`src/rtl/cla_share_pkg.sv`:
```
// Shared types and constants for the cla_share_sched scheduler: FSM encoding,
// default geometry and the saturation limits used by the optional clamp.
package cla_share_pkg;

    typedef enum logic [1:0] {
        IDLE = 2'd0,
        EXEC = 2'd1,
        RESP = 2'd2
    } state_t;

    localparam int DEF_WIDTH   = 16;
    localparam int DEF_NUM_REQ = 2;

    localparam logic [DEF_WIDTH-1:0] SAT_POS = {1'b0, {(DEF_WIDTH-1){1'b1}}};
    localparam logic [DEF_WIDTH-1:0] SAT_NEG = {1'b1, {(DEF_WIDTH-1){1'b0}}};

    // Width of a requester index; never zero so a single requester still gets a bit.
    function automatic int ptr_w(input int n);
        return (n > 1) ? $clog2(n) : 1;
    endfunction

endpackage

```
`src/rtl/cla16.sv`:
```
// Carry-lookahead adder: 4-bit lookahead groups chained through group
// generate/propagate terms. WIDTH must be a multiple of 4 (16 by default).
module cla16 #(
    parameter int WIDTH = 16
) (
    input  logic [WIDTH-1:0] a_i,
    input  logic [WIDTH-1:0] b_i,
    input  logic             cin_i,
    output logic [WIDTH-1:0] sum_o,
    output logic             cout_o
);
    localparam int NG = WIDTH / 4;

    logic [WIDTH-1:0] g, p, c;
    logic [NG-1:0]    gg, gp;
    logic [NG:0]      gc;

    assign g = a_i & b_i;
    assign p = a_i ^ b_i;

    // NOTE: every variable driven here gets a default first, so no path can infer a latch.
    always_comb begin
        c     = '0;
        gg    = '0;
        gp    = '0;
        gc    = '0;
        gc[0] = cin_i;
        for (int j = 0; j < NG; j++) begin
            gg[j] = g[4*j+3]
                  | (p[4*j+3] & g[4*j+2])
                  | (p[4*j+3] & p[4*j+2] & g[4*j+1])
                  | (p[4*j+3] & p[4*j+2] & p[4*j+1] & g[4*j]);
            gp[j]     = &p[4*j +: 4];
            gc[j+1]   = gg[j] | (gp[j] & gc[j]);
            c[4*j]    = gc[j];
            c[4*j+1]  = g[4*j] | (p[4*j] & gc[j]);
            c[4*j+2]  = g[4*j+1] | (p[4*j+1] & g[4*j]) | (p[4*j+1] & p[4*j] & gc[j]);
            c[4*j+3]  = g[4*j+2] | (p[4*j+2] & g[4*j+1]) | (p[4*j+2] & p[4*j+1] & g[4*j])
                      | (p[4*j+2] & p[4*j+1] & p[4*j] & gc[j]);
        end
    end

    assign sum_o  = p ^ c;
    assign cout_o = gc[NG];

endmodule

```
`src/rtl/rr_arb.sv`:
```
// Combinational round-robin arbiter: the requester just after ptr_i has top
// priority, wrapping; the pointer itself is owned by the parent.
module rr_arb
    import cla_share_pkg::*;
#(
    parameter  int NUM_REQ = DEF_NUM_REQ,
    localparam int PW      = ptr_w(NUM_REQ)
) (
    input  logic [NUM_REQ-1:0] req_i,
    input  logic [PW-1:0]      ptr_i,
    input  logic               en_i,
    output logic [NUM_REQ-1:0] gnt_o
);

    // Walk from lowest to highest priority so the last match wins.
    always_comb begin
        gnt_o = '0;
        if (en_i) begin
            for (int k = NUM_REQ; k >= 1; k--) begin
                for (int i = 0; i < NUM_REQ; i++) begin
                    if (req_i[i] && (i == ((int'(ptr_i) + k) % NUM_REQ))) begin
                        gnt_o    = '0;
                        gnt_o[i] = 1'b1;
                    end
                end
            end
        end
    end

endmodule

```
`src/rtl/cla_share_sched.sv`:
```
// Time-shares one CLA add/subtract datapath between NUM_REQ requesters.
// Define CLA_SHARE_SCHED_SAT_EN to clamp overflowing results to SAT_POS/SAT_NEG.
module cla_share_sched
    import cla_share_pkg::*;
#(
    parameter int WIDTH   = DEF_WIDTH,
    parameter int NUM_REQ = DEF_NUM_REQ
) (
    input  logic                     clk,
    input  logic                     rst_n,
    input  logic [NUM_REQ-1:0]       req_valid,
    output logic [NUM_REQ-1:0]       req_ready,
    input  logic [NUM_REQ*WIDTH-1:0] req_a,
    input  logic [NUM_REQ*WIDTH-1:0] req_b,
    input  logic [NUM_REQ-1:0]       req_sub,
    output logic [NUM_REQ-1:0]       rsp_valid,
    input  logic [NUM_REQ-1:0]       rsp_ready,
    output logic [WIDTH-1:0]         rsp_sum,
    output logic                     rsp_ovfl,
    output logic                     rsp_zero,
    output logic                     busy
);
    localparam int PW  = ptr_w(NUM_REQ);
    localparam int MSB = WIDTH - 1;

    state_t             state_q, state_d;
    logic [PW-1:0]      ptr_q, ptr_d, owner_q, owner_d;
    logic [WIDTH-1:0]   a_q, a_d, b_q, b_d, sum_q, sum_d;
    logic               cin_q, cin_d, ovfl_q, ovfl_d, zero_q, zero_d;
    logic [NUM_REQ-1:0] gnt, owner_oh;
    logic [WIDTH-1:0]   cla_sum, res_val;
    logic               cla_ovfl, owner_ack;
    logic               cla_cout_unused;

    rr_arb #(.NUM_REQ(NUM_REQ)) u_arb (
        .req_i (req_valid),
        .ptr_i (ptr_q),
        .en_i  (state_q == IDLE),
        .gnt_o (gnt)
    );

    cla16 #(.WIDTH(WIDTH)) u_cla (
        .a_i    (a_q),
        .b_i    (b_q),
        .cin_i  (cin_q),
        .sum_o  (cla_sum),
        .cout_o (cla_cout_unused)
    );

    // b_q already holds B' (B inverted for subtract), so this is the add-form overflow rule.
    assign cla_ovfl = (a_q[MSB] == b_q[MSB]) && (cla_sum[MSB] != a_q[MSB]);

`ifdef CLA_SHARE_SCHED_SAT_EN
    assign res_val = !cla_ovfl ? cla_sum : (a_q[MSB] ? SAT_NEG : SAT_POS);
`else
    assign res_val = cla_sum;
`endif

    // NOTE: state uses non-blocking assignments so every register samples pre-edge values.
    // NOTE: datapath registers are reset too, since the result bus must read zero out of reset.
    always_ff @(posedge clk) begin
        if (!rst_n) begin
            state_q <= IDLE;
            ptr_q   <= PW'(NUM_REQ - 1);
            owner_q <= '0;
            a_q     <= '0;
            b_q     <= '0;
            cin_q   <= 1'b0;
            sum_q   <= '0;
            ovfl_q  <= 1'b0;
            zero_q  <= 1'b0;
        end else begin
            state_q <= state_d;
            ptr_q   <= ptr_d;
            owner_q <= owner_d;
            a_q     <= a_d;
            b_q     <= b_d;
            cin_q   <= cin_d;
            sum_q   <= sum_d;
            ovfl_q  <= ovfl_d;
            zero_q  <= zero_d;
        end
    end

    always_comb begin
        state_d = state_q;
        ptr_d   = ptr_q;
        owner_d = owner_q;
        a_d     = a_q;
        b_d     = b_q;
        cin_d   = cin_q;
        sum_d   = sum_q;
        ovfl_d  = ovfl_q;
        zero_d  = zero_q;
        unique case (state_q)
            IDLE: begin
                for (int i = 0; i < NUM_REQ; i++) begin
                    if (gnt[i]) begin
                        a_d     = req_a[i*WIDTH +: WIDTH];
                        b_d     = req_b[i*WIDTH +: WIDTH] ^ {WIDTH{req_sub[i]}};
                        cin_d   = req_sub[i];
                        owner_d = PW'(i);
                        ptr_d   = PW'(i);
                        state_d = EXEC;
                    end
                end
            end
            EXEC: begin
                sum_d   = res_val;
                ovfl_d  = cla_ovfl;
                zero_d  = (res_val == '0);
                state_d = RESP;
            end
            RESP: begin
                if (owner_ack) state_d = IDLE;
            end
            default: state_d = IDLE;
        endcase
    end

    always_comb begin
        owner_oh = '0;
        for (int i = 0; i < NUM_REQ; i++) begin
            owner_oh[i] = (owner_q == PW'(i));
        end
        owner_ack = |(rsp_ready & owner_oh);
        req_ready = gnt;
        rsp_valid = (state_q == RESP) ? owner_oh : '0;
        busy      = (state_q != IDLE);
        rsp_sum   = sum_q;
        rsp_ovfl  = ovfl_q;
        rsp_zero  = zero_q;
    end

endmodule

```
`config.mk`:
```
export PLATFORM = sky130hd
export DESIGN_NAME = cla_share_sched
export DESIGN_NICKNAME = d
export VERILOG_FILES = /design/src/rtl/cla_share_pkg.sv /design/src/rtl/cla16.sv /design/src/rtl/rr_arb.sv /design/src/rtl/cla_share_sched.sv
export SDC_FILE = /design/constraint.sdc
export NUM_CORES = 1
export LEC_CHECK = 0
export ABC_AREA = 0
export CORE_ASPECT_RATIO = 0.5
export CORE_MARGIN = 2
export CORE_UTILIZATION = 49
export CTS_CLUSTER_DIAMETER = 30
export DETAILED_ROUTE_END_ITERATION = 16
export GPL_TIMING_DRIVEN = 0
export PLACE_DENSITY = 0.86
export SYNTH_ARGS = -nofsm -noshare
export SYNTH_HDL_FRONTEND = slang
export SYNTH_HIERARCHICAL = 1
export SYNTH_SLANG_ARGS = --single-unit
```
`constraint.sdc`:
```
create_clock -name clk -period 2.8 [get_ports clk]
set_input_delay 0.42 -clock clk [delete_from_list [all_inputs] [get_ports clk]]
set_output_delay 0.42 -clock clk [all_outputs]
set_load 0.005 [all_outputs]
```
==> flow_summary.yaml, run 1 <==
setup_path:
  cp_num_buf_inv: 0
  r2r_cells: 10
  path_common_cell: "a21oi_2"
  worstPathMaxFanout: 3
  slowest_stage: "fa_1"
  r2r-start: "a_q[0]"
  cp-start-kind: "flip-flop"
  path_cells: "ha_1, a21oi_2, nand4b_1, a21oi_2, or2_2, fa_1, xor2_1, nor4_1, nand4_1, o21ai_1"
  reg2reg_to: "rsp_zero"
  crit_cells: 10
  cp_data_required_time_ps: 3030
  worstPathArrival_ps: 2920
  path_class: "flip-flop to flip-flop"
  cp_slowest_stage_delay_ps: 380
  regToRegSetupSlack_ps: 110
  critPathCaptureType: "flip-flop"
  crit_family: "simple AND/OR/NAND/NOR gates"
sta:
  fin_crit_sh_pct: 95.97
  max_freq_mhz: 372.1
  final-hold-violation-count: 0
  worst_pin_slew_ps: 788.7
  fin_tns_setup_ps: 0
  finalSetupViolations: 0
  max-slew-margin-rel_pct: 47.42
  slew_violations: 0
  grt_setup_unrepaired: "true"
  setup_slack_ps: 112.8
  fin_crit_ps: 2687
  holdWs_ps: 461.4
  clock_skew_ps: 5.422
yosys:
  syn_nets: 474
  yosysWarnings: 6
  postSynthAreaPerCell_sq_um: 9.001
  syn-instance-count: 382
  netlist_area_sq_um: 3438
placement:
  globalplace.congestion: 0.8691
  dp_hpwl_mm: 6.864
  portBuffers: 92
  dp_slack_ps: 129.9
  place_area_sq_um: 4474
route:
  routed_wl_mm: 8.817
  drt_first_pass_iters: 4
  drc: 0
  wl_per_cell_microns: 15.39
  via_count: 3066
  drt_iter0_drc: 247
  vias_per_cell: 5.351
  antenna_left: 0
finish:
  drive_gt1_share_pct: 6.861
  num-fill-cells: 541
  mostFrequentLayoutCells: "clkdlybuf4s50_1, nand2_1, dfxtp_1"
  diodes: 0
  layout_commonest_cell: "clkdlybuf4s50_1"
  final_area_sq_um: 4623
  fin_nets: 573
  area_growth_pct: 34.46
floorplan:
  start_util_pct: 51.12
  io_pins: 95
  die-area_sq_um: 7743
  die_x_microns: 122.5
  die_h_microns: 63.23
  core-area_sq_um: 6726
  std_cell_rows: 21
clocking:
  clk_pin_slew_ps: 70
  post_cts_buffers: 0
  root_buffer: "clkbuf_16"
  cts_buffer_depth: 2
  insertion_delay_ps: 290
  cts_sinks: 55
  h-tree-depth: 2
  cts_tree: "built"
  cts_buffers: 5
global_route:
  antenna_found_initial: 0
  grt-ovfl-total: 0
  grt_usage_pct: 24.22
  busiest_layer: "met2"
  use_met1_pct: 32.94
  grt_max_degree: 16
  grt_pass1_vias: 3043
  grt_util_met3_pct: 6.341
  use_met2_pct: 37.64
  grt_pass1_wl_mm: 14.65
outcome:
  status: "completed"
pwr:
  p_per_area_nw_per_um2: 625.0
  finalPower_mw: 2.889
  peakVddDrop_mv: 0.2917
  p_leak_nw: 2.030
hold_path:
  hold_depth: 2
  whs_endpoint: "rsp_sum[1]"
  min_path_type: "flip-flop to flip-flop"
  min_from: "rsp_sum[1]"
run:
  cap_violations: 0
-- routing by layer --
| metal | wire, microns | up-vias |
|---|---|---|
| met4 | 150 | 0 |
| met5 | 0 | - |
| li1 | - | 1538 |
| met1 | 4029 | 1396 |
| met2 | 3797 | 118 |
| met3 | 839 | 14 |
-- stage by stage --
step                cells  util (%)
floorplan             382         -
global placement      566     66.52
detailed placement    566     66.52
CTS                   573     68.66
global route          573     68.73
finish                573     68.73
-- final cells by class --
cell class | instances | area (sq um) | area share [%]
Buffer | 27 | 153.9 | 3.329
Clock buffer | 6 | 138.9 | 3.004
Clock inverter | 1 | 5.005 | 0.1083
Inverter | 11 | 41.29 | 0.8931
Multi-Input combinational cell | 289 | 2147 | 46.44
Sequential cell | 55 | 1101 | 23.82
Tap cell | 92 | 115.1 | 2.490
Timing Repair Buffer | 92 | 920.9 | 19.92
-- flip-flops by register name, indices dropped and copies added, names as in the netlist --
name      count
ptr_q         1
state_q       2
owner_q       1
cin_q         1
rsp_ovfl      1
a_q          16
b_q          16
rsp_sum      16
rsp_zero      1
-- how the worst max path moves through the flow --
stage | endpoint | slack, ps | from
finish | rsp_zero | 110 | a_q[0]
global placement | rsp_zero | 130 | a_q[2]
CTS | rsp_zero | 70 | a_q[0]
detailed placement | rsp_zero | 130 | a_q[2]
floorplan | rsp_zero | 360 | a_q[2]
global route | rsp_zero | -60 | a_q[0]
-- power by group --
| group | internal [mW] | leakage, nW | switching, mW |
|---|---|---|---|
| sequential | 0.924 | 0.451 | 0.125 |
| clock | 0.350 | 0.0727 | 0.275 |
| combinational | 0.593 | 1.51 | 0.623 |
| total | 1.87 | 2.03 | 1.02 |
-- worst register-to-register path, stage by stage (launching register included) --
cell and delay (ps):
dfxtp_1 340, ha_1 330, a21oi_2 190, nand4b_1 220, a21oi_2 120, or2_2 300, fa_1 380, xor2_1 180
nor4_1 290, nand4_1 130, o21ai_1 150
-- what timing repair did --
| item | 4_1_cts | 5_1_grt |
|---|---|---|
| hold buffers | 0 | 0 |
| gates resized for setup | 0 | 4 |
| setup endpoints to repair | 0 | 24 |
Note: power is estimated with default switching activity, not from simulation.
==> inputs of run 2 (changes only) <==
Settings changed: CORE_MARGIN 2 to default.
==> flow_summary.yaml, run 2 (synthesis results as in run 1) <==
setup_path:
  path_common_cell: "a21oi_2"
  cp_num_buf_inv: 1
  crit_cells: 10
  worstPathMaxFanout: 4
  critPathCaptureType: "flip-flop"
  regToRegSetupSlack_ps: 150
  slowest_stage: "fa_1"
  path_cells: "ha_1, a21oi_2, nand4b_1, a21oi_2, o31ai_4, inv_1, fa_1, nor4_2, nand4_1, o21ai_1"
  path_class: "flip-flop to flip-flop"
  cp_slowest_stage_delay_ps: 490
  r2r_cells: 10
  worstPathArrival_ps: 2870
  cp-start-kind: "flip-flop"
  crit_family: "adder cells"
  r2r-start: "a_q[0]"
  cp_data_required_time_ps: 3020
  cp-endpoint: "rsp_zero"
  reg2reg_to: "rsp_zero"
  startpoint: "a_q[0]"
route:
  routed_wl_mm: 8.809
  route.met3.wl_microns: 678
  met1_length_mm: 4.149
  drt_first_pass_iters: 4
  via_count: 3127
  vias_per_cell: 5.438
  drc: 0
  routed-wl-met2_mm: 3.895
  drt_iter0_drc: 274
  antenna_left: 0
  top_layer: "met4"
  wl_per_cell_microns: 15.32
global_route:
  grt_pass1_vias: 2781
  grt_usage_pct: 24.56
  grt_pass1_wl_mm: 13.81
  grt_max_degree: 17
  antenna_found_initial: 0
  grt-ovfl-total: 0
finish:
  area_growth_pct: 36.06
  drive_gt1_share_pct: 7.660
  diodes: 0
  register_area_sq_um: 1101
  multi_input_area_sq_um: 2165
  fin_nets: 574
  mostFrequentLayoutCells: "clkdlybuf4s50_1, nand2_1, dfxtp_1"
  num-fill-cells: 540
  layout_commonest_cell: "clkdlybuf4s50_1"
sta:
  slew_violations: 0
  fin_tns_setup_ps: 0
  fin_crit_ps: 2647
  setup_slack_ps: 152.7
  worst_pin_slew_ps: 746.9
  fin_crit_sh_pct: 94.55
  max_freq_mhz: 377.7
  max-slew-margin-rel_pct: 50.21
  finalSetupViolations: 0
  clock_skew_ps: 2.967
  holdWs_ps: 461.4
  final-hold-violation-count: 0
pwr:
  internal-power_mw: 1.970
  p_per_area_nw_per_um2: 639.6
  peakVddDrop_mv: 0.3013
  p_switching_mw: 1.022
  swShare_pct: 34.17
  pwr-share-clk_pct: 23.9
  pwr-share-seq_pct: 35.0
  finalPower_mw: 2.992
  power_frac_comb_pct: 41.1
  p_leak_nw: 2.052
clocking:
  cts_buffer_depth: 2
  root_buffer: "clkbuf_16"
  clk_pin_slew_ps: 70
  postCtsHoldBufs: 0
  h-tree-depth: 2
  insertion_delay_ps: 290
  cts_sinks: 55
  cts_buffers: 5
  cts_tree: "built"
floorplan:
  die_x_microns: 120.5
  std_cell_rows: 21
  io_pins: 95
  start_util_pct: 51.12
  core-area_sq_um: 6726
  die-area_sq_um: 7376
  die_h_microns: 61.23
hold_path:
  min_from: "rsp_sum[7]"
  min_path_type: "flip-flop to flip-flop"
run:
  cap_violations: 0
placement:
  dp_slack_ps: 112.3
  globalplace.congestion: 0.8735
  dp_hpwl_mm: 6.890
  portBuffers: 92
outcome:
  status: "completed"
==> run 2: cell count changes in the layout (fill, tap and decap cells not counted) <==
cell | before | now
a21oi_1 | 8 | 7
a21oi_4 | 0 | 1
buf_1 | 1 | 2
buf_4 | 0 | 1
bufinv_16 | 0 | 1
clkbuf_1 | 9 | 8
nor4_1 | 3 | 2
nor4_2 | 0 | 1
==> run 2: worst min-delay path by stage <==
stage | cells past startpoint | end | slack, ps
4_1_cts | 2 | rsp_sum[7] | 470
5_1_grt | 2 | rsp_sum[12] | 480
3_3_place_gp | 2 | rsp_sum[9] | 450
2_1_floorplan | 2 | b_q[7] | 450
3_5_place_dp | 2 | rsp_sum[7] | 460
6_report | 2 | rsp_sum[7] | 460
==> run 2: per-stage QoR <==
stage          util, %  cells  cell area [sq um]
2_1_floorplan        -    382               3438
3_3_place_gp     66.52    566               4474
3_5_place_dp     66.52    566               4474
4_1_cts          69.10    574               4648
5_1_grt          69.55    575               4678
6_report         69.55    575               4678
==> run 2: power groups by stage <==
stage	combinational (mW)	clock, mW	sequential, mW
4_1_cts	1.19	0.725	1.04
5_1_grt	1.35	0.766	1.06
6_report	1.23	0.714	1.05
3_3_place_gp	1.15	0	1.05
3_5_place_dp	1.18	0	1.06
2_1_floorplan	0.803	0	1.02
==> run 2: cell type report <==
cell class	instances	share of cell area (%)
Buffer	27	3.290
Clock buffer	6	2.969
Tap cell	92	2.461
Timing Repair Buffer	93	19.84
Multi-Input combinational cell	289	46.27
Sequential cell	55	23.54
Inverter	11	0.8826
Clock inverter	2	0.7489
==> run 2: timing repair <==
item | 4_1_cts | 5_1_grt
gates resized for setup | 0 | 8
endpoints found under the setup margin | 0 | 26
buffers inserted | 0 | 1
==> run 2: per-layer routing <==
metal  vias up  global-route usage (%)
li1       1539                       -
met1      1465                   35.15
met2       113                   40.23
met3        10                   3.426
met4         0                   5.115
met5         -                       0
==> run 2: worst reg2reg max path, stage by stage (launching register included) <==
cell and delay, ps:
dfxtp_1 330, ha_1 320, a21oi_2 180, nand4b_1 220, a21oi_2 120, o31ai_4 250
inv_1 120, fa_1 500, nor4_2 290, nand4_1 110, o21ai_1 150
